`src/rtl/trace_arb_pkg.sv`:
```
// Shared types and constants for the trace channel arbiter.
package trace_arb_pkg;

    localparam int unsigned N_DEFAULT  = 2;
    localparam int unsigned W_DEFAULT  = 8;
    localparam int unsigned DROP_CNT_W = 16;

    // Source index width: ceil(log2(n)), never below one bit.
    function automatic int unsigned src_width(input int unsigned n);
        return (n <= 2) ? 1 : $clog2(n);
    endfunction

    typedef logic [src_width(N_DEFAULT)-1:0] src_idx_t;

endpackage

```
`src/rtl/trace_channel_arbiter_rr_pick.sv`:
```
// Combinational round-robin picker: first set req bit at or after ptr, wrapping.
module rr_pick
    import trace_arb_pkg::*;
#(
    parameter int unsigned N = N_DEFAULT
) (
    input  logic [N-1:0]              req,
    input  logic [src_width(N)-1:0]   ptr,
    input  logic                      en,
    output logic [N-1:0]              grant,
    output logic [src_width(N)-1:0]   winner,
    output logic                      any
);

    localparam int unsigned SW = src_width(N);

    logic [SW-1:0] idx;

    // Scan ptr, ptr+1, ..., wrapping modulo N; the first hit wins.
    always_comb begin
        grant  = '0;
        winner = '0;
        any    = 1'b0;
        idx    = '0;
        for (int unsigned k = 0; k < N; k++) begin
            idx = SW'((32'(ptr) + k) % N);
            if (en && req[idx] && !any) begin
                any        = 1'b1;
                grant[idx] = 1'b1;
                winner     = idx;
            end
        end
    end

endmodule

```
`src/rtl/trace_channel_arbiter.sv`:
```
// Shares one registered trace output among N requesters, one holding buffer each,
// round-robin grant, saturating stall counter.
module trace_channel_arbiter
    import trace_arb_pkg::*;
#(
    parameter int unsigned N = N_DEFAULT,
    parameter int unsigned W = W_DEFAULT
) (
    input  logic                    CLK,
    input  logic                    RESETN,
    input  logic [N-1:0]            req_valid,
    input  logic [N*W-1:0]          req_data,
    output logic [N-1:0]            req_ready,
    output logic                    out_valid,
    output logic [W-1:0]            out_data,
    output logic [src_width(N)-1:0] out_src,
    input  logic                    out_ready,
    output logic [DROP_CNT_W-1:0]   drop_cnt
);

    localparam int unsigned SW = src_width(N);

    logic [N-1:0]          buf_full;
    logic [N-1:0][W-1:0]   buf_data;
    logic [SW-1:0]         ptr;

    logic                  load;
    logic [N-1:0]          grant;
    logic [SW-1:0]         winner;
    logic                  any_grant;
    logic [N-1:0]          accept;
    logic                  stall;

    // Output register may take a new payload when empty or being drained.
    assign load = ~out_valid | out_ready;

    rr_pick #(
        .N (N)
    ) u_pick (
        .req    (buf_full),
        .ptr    (ptr),
        .en     (load),
        .grant  (grant),
        .winner (winner),
        .any    (any_grant)
    );

    // A buffer accepts when empty or when it is emptied by a grant this cycle.
    assign req_ready = {N{RESETN}} & (~buf_full | grant);
    assign accept    = req_valid & req_ready;
    assign stall     = |(req_valid & ~req_ready);

    // Holding buffers: refill wins over a same-cycle grant.
    always_ff @(posedge CLK) begin
        if (!RESETN) begin
            buf_full <= '0;
            buf_data <= '0;
        end else begin
            for (int unsigned i = 0; i < N; i++) begin
                if (accept[i]) begin
                    buf_full[i] <= 1'b1;
                    buf_data[i] <= req_data[i*W +: W];
                end else if (grant[i]) begin
                    buf_full[i] <= 1'b0;
                end
            end
        end
    end

    // Output register and round-robin pointer; both hold while the sink stalls.
    always_ff @(posedge CLK) begin
        if (!RESETN) begin
            out_valid <= 1'b0;
            out_data  <= '0;
            out_src   <= '0;
            ptr       <= '0;
        end else if (load) begin
            if (any_grant) begin
                out_valid <= 1'b1;
                out_data  <= buf_data[winner];
                out_src   <= winner;
                ptr       <= (32'(winner) == N - 1) ? '0 : winner + SW'(1);
            end else begin
                out_valid <= 1'b0;
            end
        end
    end

    // Saturating count of cycles in which any requester was held off.
    always_ff @(posedge CLK) begin
        if (!RESETN) begin
            drop_cnt <= '0;
        end else if (stall && (drop_cnt != {DROP_CNT_W{1'b1}})) begin
            drop_cnt <= drop_cnt + DROP_CNT_W'(1);
        end
    end

endmodule

```
`config.mk`:
```
export PLATFORM = sky130hd
export DESIGN_NAME = trace_channel_arbiter
export DESIGN_NICKNAME = d
export VERILOG_FILES = /design/src/rtl/trace_arb_pkg.sv /design/src/rtl/trace_channel_arbiter_rr_pick.sv /design/src/rtl/trace_channel_arbiter.sv
export SDC_FILE = /design/constraint.sdc
export NUM_CORES = 1
export LEC_CHECK = 0
export ABC_AREA = 1
export CORE_MARGIN = 3
export CORE_UTILIZATION = 53
export DETAILED_ROUTE_END_ITERATION = 6
export PLACE_DENSITY = 0.83
export SLEW_MARGIN = 15
export SYNTH_ARGS = -nofsm -noshare
export SYNTH_HDL_FRONTEND = slang
export SYNTH_HIERARCHICAL = 1
export SYNTH_SLANG_ARGS = --single-unit
```
`constraint.sdc`:
```
create_clock -name CLK -period 3.56 [get_ports CLK]
set_clock_uncertainty 0.1 [all_clocks]
set_input_delay 0.356 -clock CLK [delete_from_list [all_inputs] [get_ports CLK]]
set_output_delay 0.356 -clock CLK [all_outputs]
set_load 0.02 [all_outputs]
```
==> flow_metrics.env <==
export IMPL_outcome="finished clean"
export IMPL_nNetsFinal=390
export IMPL_die_w_um=69.61
export IMPL_multi_input_area_mm2=0.001092
export IMPL_slew_headroom_pct=42.00
export IMPL_wl_per_cell_um=12.12
export IMPL_synth_seq_area_share_pct=42.01
export IMPL_drc=0
export IMPL_totalWireLength_um=5041
export IMPL_r2r_end="drop_cnt[8]"
export IMPL_hold_buffers=0
export IMPL_path_delay_family="buffers and inverters"
export IMPL_fin_tns_setup_ns=0
export IMPL_ir_drop_mv=0.2932
export IMPL_r2r_slack_ns=1.51
export IMPL_slowest_delay_ns=0.60
export IMPL_worstPathRequired_ns=3.10
export IMPL_crit_type="input pin to output pin"
export IMPL_cts_path_max_buffers=2
export IMPL_drv_cap=0
export IMPL_grt_pass1_vias=2006
export IMPL_grt_overflow=0
export IMPL_dp_cells=409
export IMPL_antenna_left=0
export IMPL_ys_types=26
export IMPL_critPathBufInv=5
export IMPL_rsz0062_at_grt="false"
export IMPL_layout_commonest_cell="nand2_1"
export IMPL_layout_common_cells="nand2_1 (120), clkdlybuf4s50_1 (48), dfxtp_1 (45)"
export IMPL_cts_htree_levels=2
export IMPL_firstDrtPassIters=4
export IMPL_hold_viol_final=0
export IMPL_start_util_pct=56.87
export IMPL_cp_data_arrival_time_ns=2.06
export IMPL_routed_via_density=5.120
export IMPL_ctsResizeCount=0
export IMPL_cp_end_kind="output pin"
export IMPL_p_leak_nw=1.066
export IMPL_antennaDiodeCount=0
export IMPL_crit_fanout=4
export IMPL_rr_worst_depth=11
export IMPL_crit_end="req_ready[1]"
export IMPL_io_pins=49
export IMPL_finalCritPeriodShare_pct=70.76
export IMPL_path_depth=10
export IMPL_nFillCells=308
export IMPL_core_mm2=0.003771
export IMPL_cts_tree="yes"
export IMPL_start_kind="input pin"
export IMPL_drtIter0Drc=217
export IMPL_cpMostUsedCell="nand2_1"
export IMPL_regArea_um2=900.9
export IMPL_cts_sinks=45
export IMPL_layout_drive_gt1_share_pct=7.880
export IMPL_report_final_slew_viol_count=0
export IMPL_grt_pass1_wl_um=8680
export IMPL_r2r_start="out_valid"
export IMPL_areaGrowthSynthToFinish_pct=27.89
export IMPL_pre_cts_ws_ns=0.9786
export IMPL_p_per_area_mw_per_mm2=393.7
export IMPL_fin_ws_ns=1.041
export IMPL_clkTransAtPathRegs_ns=0.08
export IMPL_final_cells=416
export IMPL_numCtsBuffers=5
export IMPL_synth_warnings=6
export IMPL_worst_pin_slew_ns=0.8668
export IMPL_syn_avg_cell_area_um2=6.660
export IMPL_crit_chain="clkdlybuf4s50_1 -> inv_1 -> nand2_1 -> nand2_1 -> a21oi_1 -> inv_1 -> nand2_1 -> nand2_1 -> inv_1 -> clkdlybuf4s50_1"
export IMPL_grt_max_degree=21
export IMPL_crit_start="out_ready"
export IMPL_io_buffers=48
export IMPL_antenna_found_initial=0
export IMPL_critical_path_slowest_cell="clkdlybuf4s50_1"
export IMPL_rows=22
export IMPL_postSynthCellCount=322
export IMPL_post_cts_buffers=0
export IMPL_grtUsageTotal_pct=21.66
export IMPL_clockRootBuffer="clkbuf_8"
export IMPL_syn_num_nets=344
export IMPL_dieArea_mm2=0.004846
export IMPL_gp_congestion=0.8435
export IMPL_max_freq_ghz=0.3969
export IMPL_setup_viol=0
export IMPL_min_period_ns=2.519
export IMPL_vias=2130
export IMPL_hold_path_class="register to register"
export IMPL_synth_area_mm2=0.002145
export IMPL_die_h_um=69.61
export IMPL_dp_hpwl_um=3605
export IMPL_clock_insertion_delay_worst_skew_ns=0.30
export IMPL_synth_seq_cells=45
synthesized netlist by cell type, drive strengths merged:
library cell	count	share of area (%)
a21oi	12	2.8
nand3b	4	1.4
nor3	1	0.23
inv	25	4.4
a31oi	8	2.3
clkbuf	2	0.35
nor2	53	11
o21ai	20	4.7
clkinv	1	0.17
buf	8	2.2
ha	1	0.58
nand3	10	2.6
xor2	1	0.41
dfxtp	45	42
nand2	124	23
nand4	5	1.5
xnor2	1	0.41
or2	1	0.29
cell type report:
class | instances | area share [%]
inverter | 26 | 3.558
timing repair buffer | 49 | 17.79
multi-input combinational | 241 | 39.83
clock inverter | 2 | 1.277
clock buffer | 5 | 2.509
sequential | 45 | 32.85
tap | 48 | 2.190
worst min path at each step:
| stage | from | endpoint | slack (ns) | cells past startpoint |
|---|---|---|---|---|
| 3_3_place_gp | buf_data[7] | buf_data[7] | 0.36 | 2 |
| 4_1_cts | buf_data[13] | buf_data[13] | 0.38 | 2 |
| 6_report | buf_data[13] | buf_data[13] | 0.38 | 2 |
| 5_1_grt | buf_data[8] | buf_data[8] | 0.40 | 2 |
| 3_5_place_dp | buf_data[8] | buf_data[8] | 0.37 | 2 |
| 2_1_floorplan | buf_data[0] | buf_data[0] | 0.35 | 2 |
flip-flops by register name, summed over array words and instances, names as in the netlist:
| register | cells |
|---|---|
| buf_data | 16 |
| buf_full | 2 |
| drop_cnt | 16 |
| out_data | 8 |
| out_src | 1 |
| out_valid | 1 |
| ptr | 1 |
metal layers:
layer | track usage (%) | vias up | routed length, µm
met5 | 0 | - | 0
met4 | 9.149 | 0 | 131
met3 | 5.507 | 13 | 308
met2 | 36.12 | 65 | 2316
met1 | 26.40 | 948 | 2285
li1 | - | 1104 | -
per-stage QoR:
step	utilization, %	total power, mW	hold WS [ns]	area (µm²)
floorplan	-	0.6497	0.3488	2145
global placement	69.97	0.7128	0.3599	2639
detailed placement	69.97	0.7169	0.3658	2639
CTS	72.73	1.083	0.3809	2743
global route	72.73	1.127	0.4028	2743
finish	72.73	1.080	0.3795	2743
worst min-delay path, delay by kind of cell (launching register included):
kind	cells	cell delay (ns)
DFF	1	0.32
AOI/OAI and AO/OA	1	0.07
and+or+nand+nor	1	0.05
cell families after synthesis:
| kind of cell | synth area share, % |
|---|---|
| AO/OA/AOI/OAI | 9.802 |
| XOR/XNOR | 0.8170 |
| adder cells (fa/ha/maj) | 0.5833 |
| buffers and inverters | 7.059 |
| flip-flops | 42.01 |
| AND/OR/NAND/NOR | 39.73 |
power by group:
part	switching, mW	leakage [nW]	internal, mW
registers	0.0186	0.368	0.531
clock network	0.170	0.0540	0.204
logic	0.0897	0.644	0.0664
No activity file was read; power rests on OpenSTA's default activity.
